`src/rtl/core_regfile_sb_if.sv`:
```
// core_regfile_sb_if: read/forward/writeback/scoreboard bus of the core register file.
// With REGFILE_DBG_EN defined it also carries the debug read port.
interface core_regfile_sb_if #(
  parameter int XLEN = 32,
  parameter int NREG = 32,
  parameter int NRD  = 2,
  parameter int NFWD = 2
) ();
  localparam int AW = $clog2(NREG);
  logic                 i_hold;
  logic [NRD-1:0]       i_re;
  logic [NRD*AW-1:0]    i_raddr;
  logic [NRD*XLEN-1:0]  o_rdata;
  logic [NRD-1:0]       o_rbusy;
  logic [NFWD-1:0]      i_fwe;
  logic [NFWD*AW-1:0]   i_fwaddr;
  logic [NFWD*XLEN-1:0] i_fwdata;
  logic                 i_we;
  logic [AW-1:0]        i_waddr;
  logic [XLEN-1:0]      i_wdata;
  logic                 i_issue;
  logic [AW-1:0]        i_issue_addr;
  logic                 i_flush;
`ifdef REGFILE_DBG_EN
  logic [AW-1:0]        i_dbg_addr;
  logic [XLEN-1:0]      o_dbg_rdata;
  modport slave (
    input  i_hold, i_re, i_raddr, i_fwe, i_fwaddr, i_fwdata,
    input  i_we, i_waddr, i_wdata, i_issue, i_issue_addr, i_flush, i_dbg_addr,
    output o_rdata, o_rbusy, o_dbg_rdata
  );
  modport master (
    output i_hold, i_re, i_raddr, i_fwe, i_fwaddr, i_fwdata,
    output i_we, i_waddr, i_wdata, i_issue, i_issue_addr, i_flush, i_dbg_addr,
    input  o_rdata, o_rbusy, o_dbg_rdata
  );
`else
  modport slave (
    input  i_hold, i_re, i_raddr, i_fwe, i_fwaddr, i_fwdata,
    input  i_we, i_waddr, i_wdata, i_issue, i_issue_addr, i_flush,
    output o_rdata, o_rbusy
  );
  modport master (
    output i_hold, i_re, i_raddr, i_fwe, i_fwaddr, i_fwdata,
    output i_we, i_waddr, i_wdata, i_issue, i_issue_addr, i_flush,
    input  o_rdata, o_rbusy
  );
`endif
endinterface

```
`src/rtl/core_regfile_sb.sv`:
```
// core_regfile_sb: multi-port register file with registered reads, priority forwarding and a pending scoreboard.
// Defining REGFILE_DBG_EN adds a combinational debug read port (i_dbg_addr/o_dbg_rdata).
module core_regfile_sb #(
  parameter int XLEN = 32,
  parameter int NREG = 32,
  parameter int NRD  = 2,
  parameter int NFWD = 2
) (
  input logic              clk,
  input logic              rst_n,
  core_regfile_sb_if.slave bus
);
  localparam int AW = $clog2(NREG);
  logic [XLEN-1:0]     cell_q [NREG];
  logic [XLEN-1:0]     cell_d [NREG];
  logic [NREG-1:0]     pend_q, pend_d;
  logic [NRD*XLEN-1:0] rdata_q, rdata_d;
  logic [NRD-1:0]      rbusy_q, rbusy_d;
  // Array and scoreboard; issue is applied after writeback so a newer producer wins, flush wins over both.
  always_comb begin
    cell_d = cell_q;
    pend_d = pend_q;
    if (bus.i_we && bus.i_waddr != '0) begin
      cell_d[bus.i_waddr] = bus.i_wdata;
      pend_d[bus.i_waddr] = 1'b0;
    end
    if (bus.i_issue) pend_d[bus.i_issue_addr] = 1'b1;
    if (bus.i_flush) pend_d = '0;
    pend_d[0] = 1'b0;
  end
  // Forwarding loop runs high-to-low so the lowest-index match is the one that sticks.
  always_comb begin
    logic [AW-1:0]   ra;
    logic            hit;
    logic [XLEN-1:0] d;
    ra = '0;
    hit = 1'b0;
    d = '0;
    rdata_d = rdata_q;
    rbusy_d = rbusy_q;
    for (int k = 0; k < NRD; k++) begin
      ra = bus.i_raddr[k*AW +: AW];
      hit = bus.i_we && bus.i_waddr == ra;
      d = hit ? bus.i_wdata : cell_q[ra];
      for (int j = NFWD - 1; j >= 0; j--)
        if (bus.i_fwe[j] && bus.i_fwaddr[j*AW +: AW] == ra) begin
          hit = 1'b1;
          d = bus.i_fwdata[j*XLEN +: XLEN];
        end
      if (!bus.i_hold) begin
        rdata_d[k*XLEN +: XLEN] = (bus.i_re[k] && ra != '0) ? d : '0;
        rbusy_d[k] = bus.i_re[k] && ra != '0 && pend_q[ra] && !hit;
      end
    end
  end
  always_ff @(posedge clk or negedge rst_n)
    if (!rst_n) begin
      cell_q  <= '{default: '0};
      pend_q  <= '0;
      rdata_q <= '0;
      rbusy_q <= '0;
    end else begin
      cell_q  <= cell_d;
      pend_q  <= pend_d;
      rdata_q <= rdata_d;
      rbusy_q <= rbusy_d;
    end
  assign bus.o_rdata = rdata_q;
  assign bus.o_rbusy = rbusy_q;
`ifdef REGFILE_DBG_EN
  assign bus.o_dbg_rdata = (bus.i_dbg_addr == '0) ? '0 : cell_q[bus.i_dbg_addr];
`endif
endmodule

```
`src/flat_wrapper.sv`:
```
// flat-port wrapper written by rule: the top's interface ports become plain ports
module core_regfile_sb_flat 
#(
  parameter int XLEN = 32,
  parameter int NREG = 32,
  parameter int NRD  = 2,
  parameter int NFWD = 2
)
  (clk, rst_n, bus_i_hold, bus_i_re, bus_i_raddr, bus_i_fwe, bus_i_fwaddr, bus_i_fwdata, bus_i_we, bus_i_waddr, bus_i_wdata, bus_i_issue, bus_i_issue_addr, bus_i_flush, bus_o_rdata, bus_o_rbusy);
  core_regfile_sb_if #(.XLEN(XLEN), .NREG(NREG), .NRD(NRD), .NFWD(NFWD)) bus_i ();
  input logic clk;
  input logic rst_n;
  input wire logic [$bits(bus_i.i_hold)-1:0] bus_i_hold;
  input wire logic [$bits(bus_i.i_re)-1:0] bus_i_re;
  input wire logic [$bits(bus_i.i_raddr)-1:0] bus_i_raddr;
  input wire logic [$bits(bus_i.i_fwe)-1:0] bus_i_fwe;
  input wire logic [$bits(bus_i.i_fwaddr)-1:0] bus_i_fwaddr;
  input wire logic [$bits(bus_i.i_fwdata)-1:0] bus_i_fwdata;
  input wire logic [$bits(bus_i.i_we)-1:0] bus_i_we;
  input wire logic [$bits(bus_i.i_waddr)-1:0] bus_i_waddr;
  input wire logic [$bits(bus_i.i_wdata)-1:0] bus_i_wdata;
  input wire logic [$bits(bus_i.i_issue)-1:0] bus_i_issue;
  input wire logic [$bits(bus_i.i_issue_addr)-1:0] bus_i_issue_addr;
  input wire logic [$bits(bus_i.i_flush)-1:0] bus_i_flush;
  output wire logic [$bits(bus_i.o_rdata)-1:0] bus_o_rdata;
  output wire logic [$bits(bus_i.o_rbusy)-1:0] bus_o_rbusy;
  assign bus_i.i_hold = bus_i_hold;
  assign bus_i.i_re = bus_i_re;
  assign bus_i.i_raddr = bus_i_raddr;
  assign bus_i.i_fwe = bus_i_fwe;
  assign bus_i.i_fwaddr = bus_i_fwaddr;
  assign bus_i.i_fwdata = bus_i_fwdata;
  assign bus_i.i_we = bus_i_we;
  assign bus_i.i_waddr = bus_i_waddr;
  assign bus_i.i_wdata = bus_i_wdata;
  assign bus_i.i_issue = bus_i_issue;
  assign bus_i.i_issue_addr = bus_i_issue_addr;
  assign bus_i.i_flush = bus_i_flush;
  assign bus_o_rdata = bus_i.o_rdata;
  assign bus_o_rbusy = bus_i.o_rbusy;
  core_regfile_sb #(.XLEN(XLEN), .NREG(NREG), .NRD(NRD), .NFWD(NFWD)) u_core (.clk(clk), .rst_n(rst_n), .bus(bus_i));
endmodule
```
`config.mk`:
```
export PLATFORM = sky130hd
export DESIGN_NAME = core_regfile_sb_flat
export DESIGN_NICKNAME = d
export VERILOG_FILES = /design/src/rtl/core_regfile_sb_if.sv /design/src/rtl/core_regfile_sb.sv /design/src/flat_wrapper.sv
export SDC_FILE = /design/constraint.sdc
export NUM_CORES = 2
export LEC_CHECK = 0
export CAP_MARGIN = 5
export CORE_MARGIN = 2
export CORE_UTILIZATION = 60
export CTS_BUF_LIST = sky130_fd_sc_hd__clkbuf_4 sky130_fd_sc_hd__clkbuf_8
export DETAILED_ROUTE_END_ITERATION = 12
export GPL_TIMING_DRIVEN = 0
export PLACE_DENSITY = 0.78
export SLEW_MARGIN = 5
export SYNTH_ARGS = -nofsm -noshare
export SYNTH_HDL_FRONTEND = slang
export SYNTH_SLANG_ARGS = --single-unit
```
`constraint.sdc`:
```
create_clock -name clk -period 3.1 [get_ports clk]
set_input_delay 0.62 -clock clk [delete_from_list [all_inputs] [get_ports clk]]
set_output_delay 0.62 -clock clk [all_outputs]
set_load 0.03 [all_outputs]
```
# Yosys cells after proc, flatten, opt, wreduce, memory -nomap -nowiden
# Index checks and enable logic that the tools add are counted.
word_totals:
  reg_bits: 1121
  input_bits: 136
  output_inout_bits: 66
op_classes:
  n_bitwise: 6
  order_cmp: 10
  n_eq_ne: 6
  n_reduce_logical: 21
  mux: 32
op_table:
  columns: ["op", "n"]
  rows:
  - ["1024-bit bitwise mux", 1]
  - ["32-bit two-way mux", 16]
  - ["32-bit binary-select mux with 5-bit select", 2]
  - ["32-bit demux with 5-bit select", 1]
  - ["32-bit bitwise AND", 1]
  - ["32-bit inverter", 1]
  - ["32-bit OR", 1]
  - ["5-bit == test", 6]
  - ["5-bit by 6-bit less-than comparator with 1-bit output (second input constant)", 4]
  - ["6-bit >= comparator (second input constant)", 3]
  - ["5-bit inverter with 6-bit output", 3]
  - ["1-bit logical AND", 16]
  - ["5-bit nonzero test", 3]
  - ["1-bit binary-select mux with 5-bit select", 2]
  - ["1-bit demux with 5-bit select", 2]
  - ["5-bit by 1-bit >= comparator with 1-bit output (second input constant)", 2]
  - ["1-bit two-way mux", 8]
  - ["6-bit by 1-bit less-than comparator with 1-bit output (second input constant)", 1]
  - ["1-bit zero test", 2]

# Logic depth before layout (Yosys ltp)
depth:
  ltp_word: 10
  ltp_mapped: 10
  depth_no_buf: 5

# Worst setup path before layout
# No wires, ideal clock.
synth_path:
  kind: "input-to-reg"
  from: "in bus_i_raddr[7]"
  to: "reg u_core.rdata_q[60] (netlist: u_core.bus.o_rdata[60])"
  path_buffers: 3
  cell_stages: 8
  setup_slack_ns: 0.619
  arrival_time_ns: 2.355
  path_cell_list: "buf_2 -> buf_6 -> clkbuf_1 -> mux4_2 -> a22o_1 -> a2111o_1 -> a31oi_1 -> o21ai_1"
synth_via:
  elab_chain_cells: 8
synth_lines:
  columns: ["element", "line_no", "rtl"]
  rows:
  - ["start: declaration", "flat_wrapper.sv:15", "input wire logic [$bits(bus_i.i_raddr)-1:0] bus_i_raddr;"]
  - ["5-bit inverter with 6-bit output (implied by the code)", "core_regfile_sb.sv:44", "d = hit ? bus.i_wdata : cell_q[ra];"]
  - ["32-bit binary-select mux with 5-bit select", "core_regfile_sb.sv:44", null]
  - ["32-bit two-way mux (implied by the code) (2 in series)", "core_regfile_sb.sv:44", null]
  - ["32-bit two-way mux", "core_regfile_sb.sv:44", null]
  - ["32-bit two-way mux (2 in series)", "core_regfile_sb.sv:46", "if (bus.i_fwe[j] && bus.i_fwaddr[j*AW +: AW] == ra) begin"]
  - ["32-bit two-way mux (*)", "core_regfile_sb.sv:51", "rdata_d[k*XLEN +: XLEN] = (bus.i_re[k] && ra != '0) ? d : '0;"]
  - ["end signal: assignment", "core_regfile_sb.sv:65", "rdata_q <= rdata_d;"]
  - ["end: declaration", "core_regfile_sb.sv:17", "logic [NRD*XLEN-1:0] rdata_q, rdata_d;"]
# Every way passes the cells marked *; elsewhere a longest branch is shown, timed or not. The select of a mux whose other input is x is not followed.
# A chain may end at the register's enable or synchronous reset.

# Final worst setup path
layout_path:
  from: "in bus_i_raddr[8]"
  to: "reg u_core.rdata_q[41] (netlist: u_core.bus.o_rdata[41])"
# Same word-level chain as after synthesis.

==> flow_summary.ini <==
[timing]
hold_violations = 147
slew_headroom_pct = 3.435
timing.fmax_mhz = 291.4
min_period_over_period_pct = 110.7
slew_viol_final = 0
rsz0062_at_grt = true
tns_ns = -31.29
setup_viol = 271
setup_ws_ns = -0.3313
fin_crit_ns = 3.431
hold_ws_ns = -0.3313
worst_pin_slew_ns = 1.448
finClkSkew_ns = 0.03967

[global_routing]
antenna_found_initial = 30
grt_usage_pct = 53.87
grt_first_pass_wirelength_um = 379600
grt_max_degree = 167
grt_overflow = 0
grt_pass1_vias = 50320

[route]
first_pass_iters = 9
routed_wl_um = 276100
route.detailed.drc = 0
viasPerCell = 7.656
ant_nets = 0
num_vias = 52480
drt_iter0_markers = 9098
wl_per_cell_um = 40.29

[synth]
synth_fa_ha_area_share_pct = 0
async_reset_ff_share_pct = 100.0
synth.yosys.seq_area_share_pct = 46.91
synth.most_common_cell = dfrtp_1
ys_warn_count = 0
ys_seq_elements = 1121
synth_area_leaders = dfrtp_1 (47%), mux4_2 (14%), mux2_2 (9.7%)
synth_edf_count = 0
postSynthAreaPerCell_sq_um = 11.97
yosysTopAreaCellShare_pct = 46.91
synth_top_family_by_area = multiplexers
syn-instance-count = 4998
synth_compound_area_share_pct = 12.56
ys_types = 65
ys.flop_type = dfrtp_1
yosysTopAreaCell = dfrtp_1
synth-xor-area-share_pct = 0.4394
synth_fp_nets = 5134
yosys-top-cells-count = dfrtp_1 (1121), nand2_1 (586), mux2_2 (515)
syn_area_sq_mm = 0.05980
yosys.area_share.simple_pct = 6.718
yosys-mux-area-fraction_pct = 29.05

[worst_setup_path]
crit_required_ns = 3.98
ff2ff_setup_slack_ns = 0.45
path_max_fanout = 10
critPathArrivalTime_ns = 4.31
rr_endpoint = u_core.bus.o_rdata[3]
ff2ff_path_depth = 5
critical_path_class = in -> reg
reg2reg_from = u_core.cell_q[771]
startpoint_type = input port
critPathCaptureType = flop

[finish]
stdcell_area_sq_mm = 0.06810
area_delta_synth_final_pct = 13.87
num-nets-final = 5521
multi_input_area_sq_mm = 0.02938
final_core_util_pct = 69.09
drive_gt1_share_pct = 27.21
instances_no_fill = 6854
fillCellCount = 7314
seq_area_sq_mm = 0.02805

[floorplan]
die_h_um = 319.7
placementRows = 115
die_x_um = 319.7
die_area_sq_mm = 0.1022
io_pins = 202
core_area_sq_mm = 0.09856
initial_utilization_pct = 60.68

[clock_network]
cts_tree = done
clk_pin_slew_worst_paths_ns = 0.06
clockBufferDepth = 3
cts_sinks = 1121
clock_latency_ns = 0.96
cts-root-buf = clkbuf_8
cts_buffers = 189
htree_levels = 4

[place]
dpl_worst_slack_ns = -1.982
io_buffer_count = 189
hpwl_um = 200500
dp.cells = 6484
routabilityCongestion = 1.088
placedInstanceArea_sq_mm = 0.06358

[status]
outcome = complete, but fails checks
violations = hold timing, setup timing

[job]
drv_cap = 0

[power]
p_leak_nw = 29.34
ir_drop_v = 0.0004783
power_density_mw_per_mm2 = 643.2

[min_path]
min_path_type = in -> async
[timing repair]
item	CTS	global route
hold endpoints to repair	147	147
resized for setup	58	102
pin swaps	1	5
setup endpoints to repair	172	242
buffers inserted	0	1
[worst max-delay path: stages]
cell and delay, ns:
buf_2 0.17, buf_2 0.34, nor2_2 0.57, buf_2 0.50, clkbuf_1 0.95, nand2_1 0.23, nand4_1 0.47, a31oi_1 0.26
o21ai_1 0.16
[state kept, by name (all words and copies together), names as in the netlist]
signal,cells
u_core.bus.o_rdata,64
u_core.pend_q,31
u_core.cell_q,1024
u_core.bus.o_rbusy,2
[routing by layer]
metal / wire, um / GRT usage (%) / up-vias / part of all wire [%]
met5: 553 / 1.797 / - / 0.20
met4: 26260 / 40.48 / 26 / 9.5
met3: 49330 / 31.92 / 1427 / 18
li1: - / - / 19700 / -
met1: 91340 / 63.63 / 26210 / 33
met2: 108700 / 71.37 / 5110 / 39
[cell usage in the layout (no fill, tap or decap), drive strengths merged, types with 31 or more instances in the layout]
cell type	netlist	final
o221ai	39	39
mux2	515	515
a31oi	35	35
clkbuf	361	668
mux2i	342	342
nand2	586	586
a22oi	242	242
o22ai	34	34
buf	178	188
inv	35	42
nand4	45	45
clkdlybuf4s50	0	188
nor2	79	79
o22a	31	31
nand3	60	60
a2111o	32	32
a22o	34	34
dfrtp	1121	1121
o21ai	550	550
o32ai	32	32
mux4	362	362
a2111oi	33	33
[power breakdown]
group / internal (mW) / switching, mW / total (mW)
combinational: 4.31 / 5.38 / 9.70
sequential: 17.2 / 2.16 / 19.4
clock: 8.01 / 6.72 / 14.7
[how the worst max path moves through the flow]
stage / start / end / slack (ns) / cells after the start
5_1_grt: bus_i_we / u_core.cell_q[519] / -0.07 / 5
2_1_floorplan: bus_i_raddr[7] / u_core.bus.o_rdata[60] / 0.62 / 8
3_5_place_dp: bus_i_raddr[2] / u_core.bus.o_rdata[0] / -1.98 / 10
6_report: bus_i_raddr[8] / u_core.bus.o_rdata[41] / -0.33 / 9
4_1_cts: bus_i_we / u_core.cell_q[4] / -0.003 / 5
3_3_place_gp: rst_n / u_core.bus.o_rdata[54] / -49.78 / 1
[through the flow]
stage | hold slack (ns) | power [mW]
after floorplan | 0.3244 | 24.58
after global placement | 0.4558 | 28.07
after detailed placement | 0.4710 | 28.51
after CTS | -0.2785 | 42.84
after global routing | -0.2333 | 44.74
final | -0.3313 | 43.80
[logic make-up after synthesis]
family                 Yosys count
buffers and inverters          574
AND/OR/NAND/NOR                903
multiplexers                  1219
XOR/XNOR                        30
flip-flops                    1121
AO/OA/AOI/OAI                 1151
[area by class of cell]
class	instances	share of cell area (%)
timing repair buffer	200	3.160
clock inverter	34	0.4538
sequential	1121	41.19
tap	1287	2.365
clock buffer	311	5.633
multi-input combinational	3303	43.15
antenna	28	0.1029
inverter	35	0.1929
buffer	535	3.755
Power figures use the tool's default switching activity.
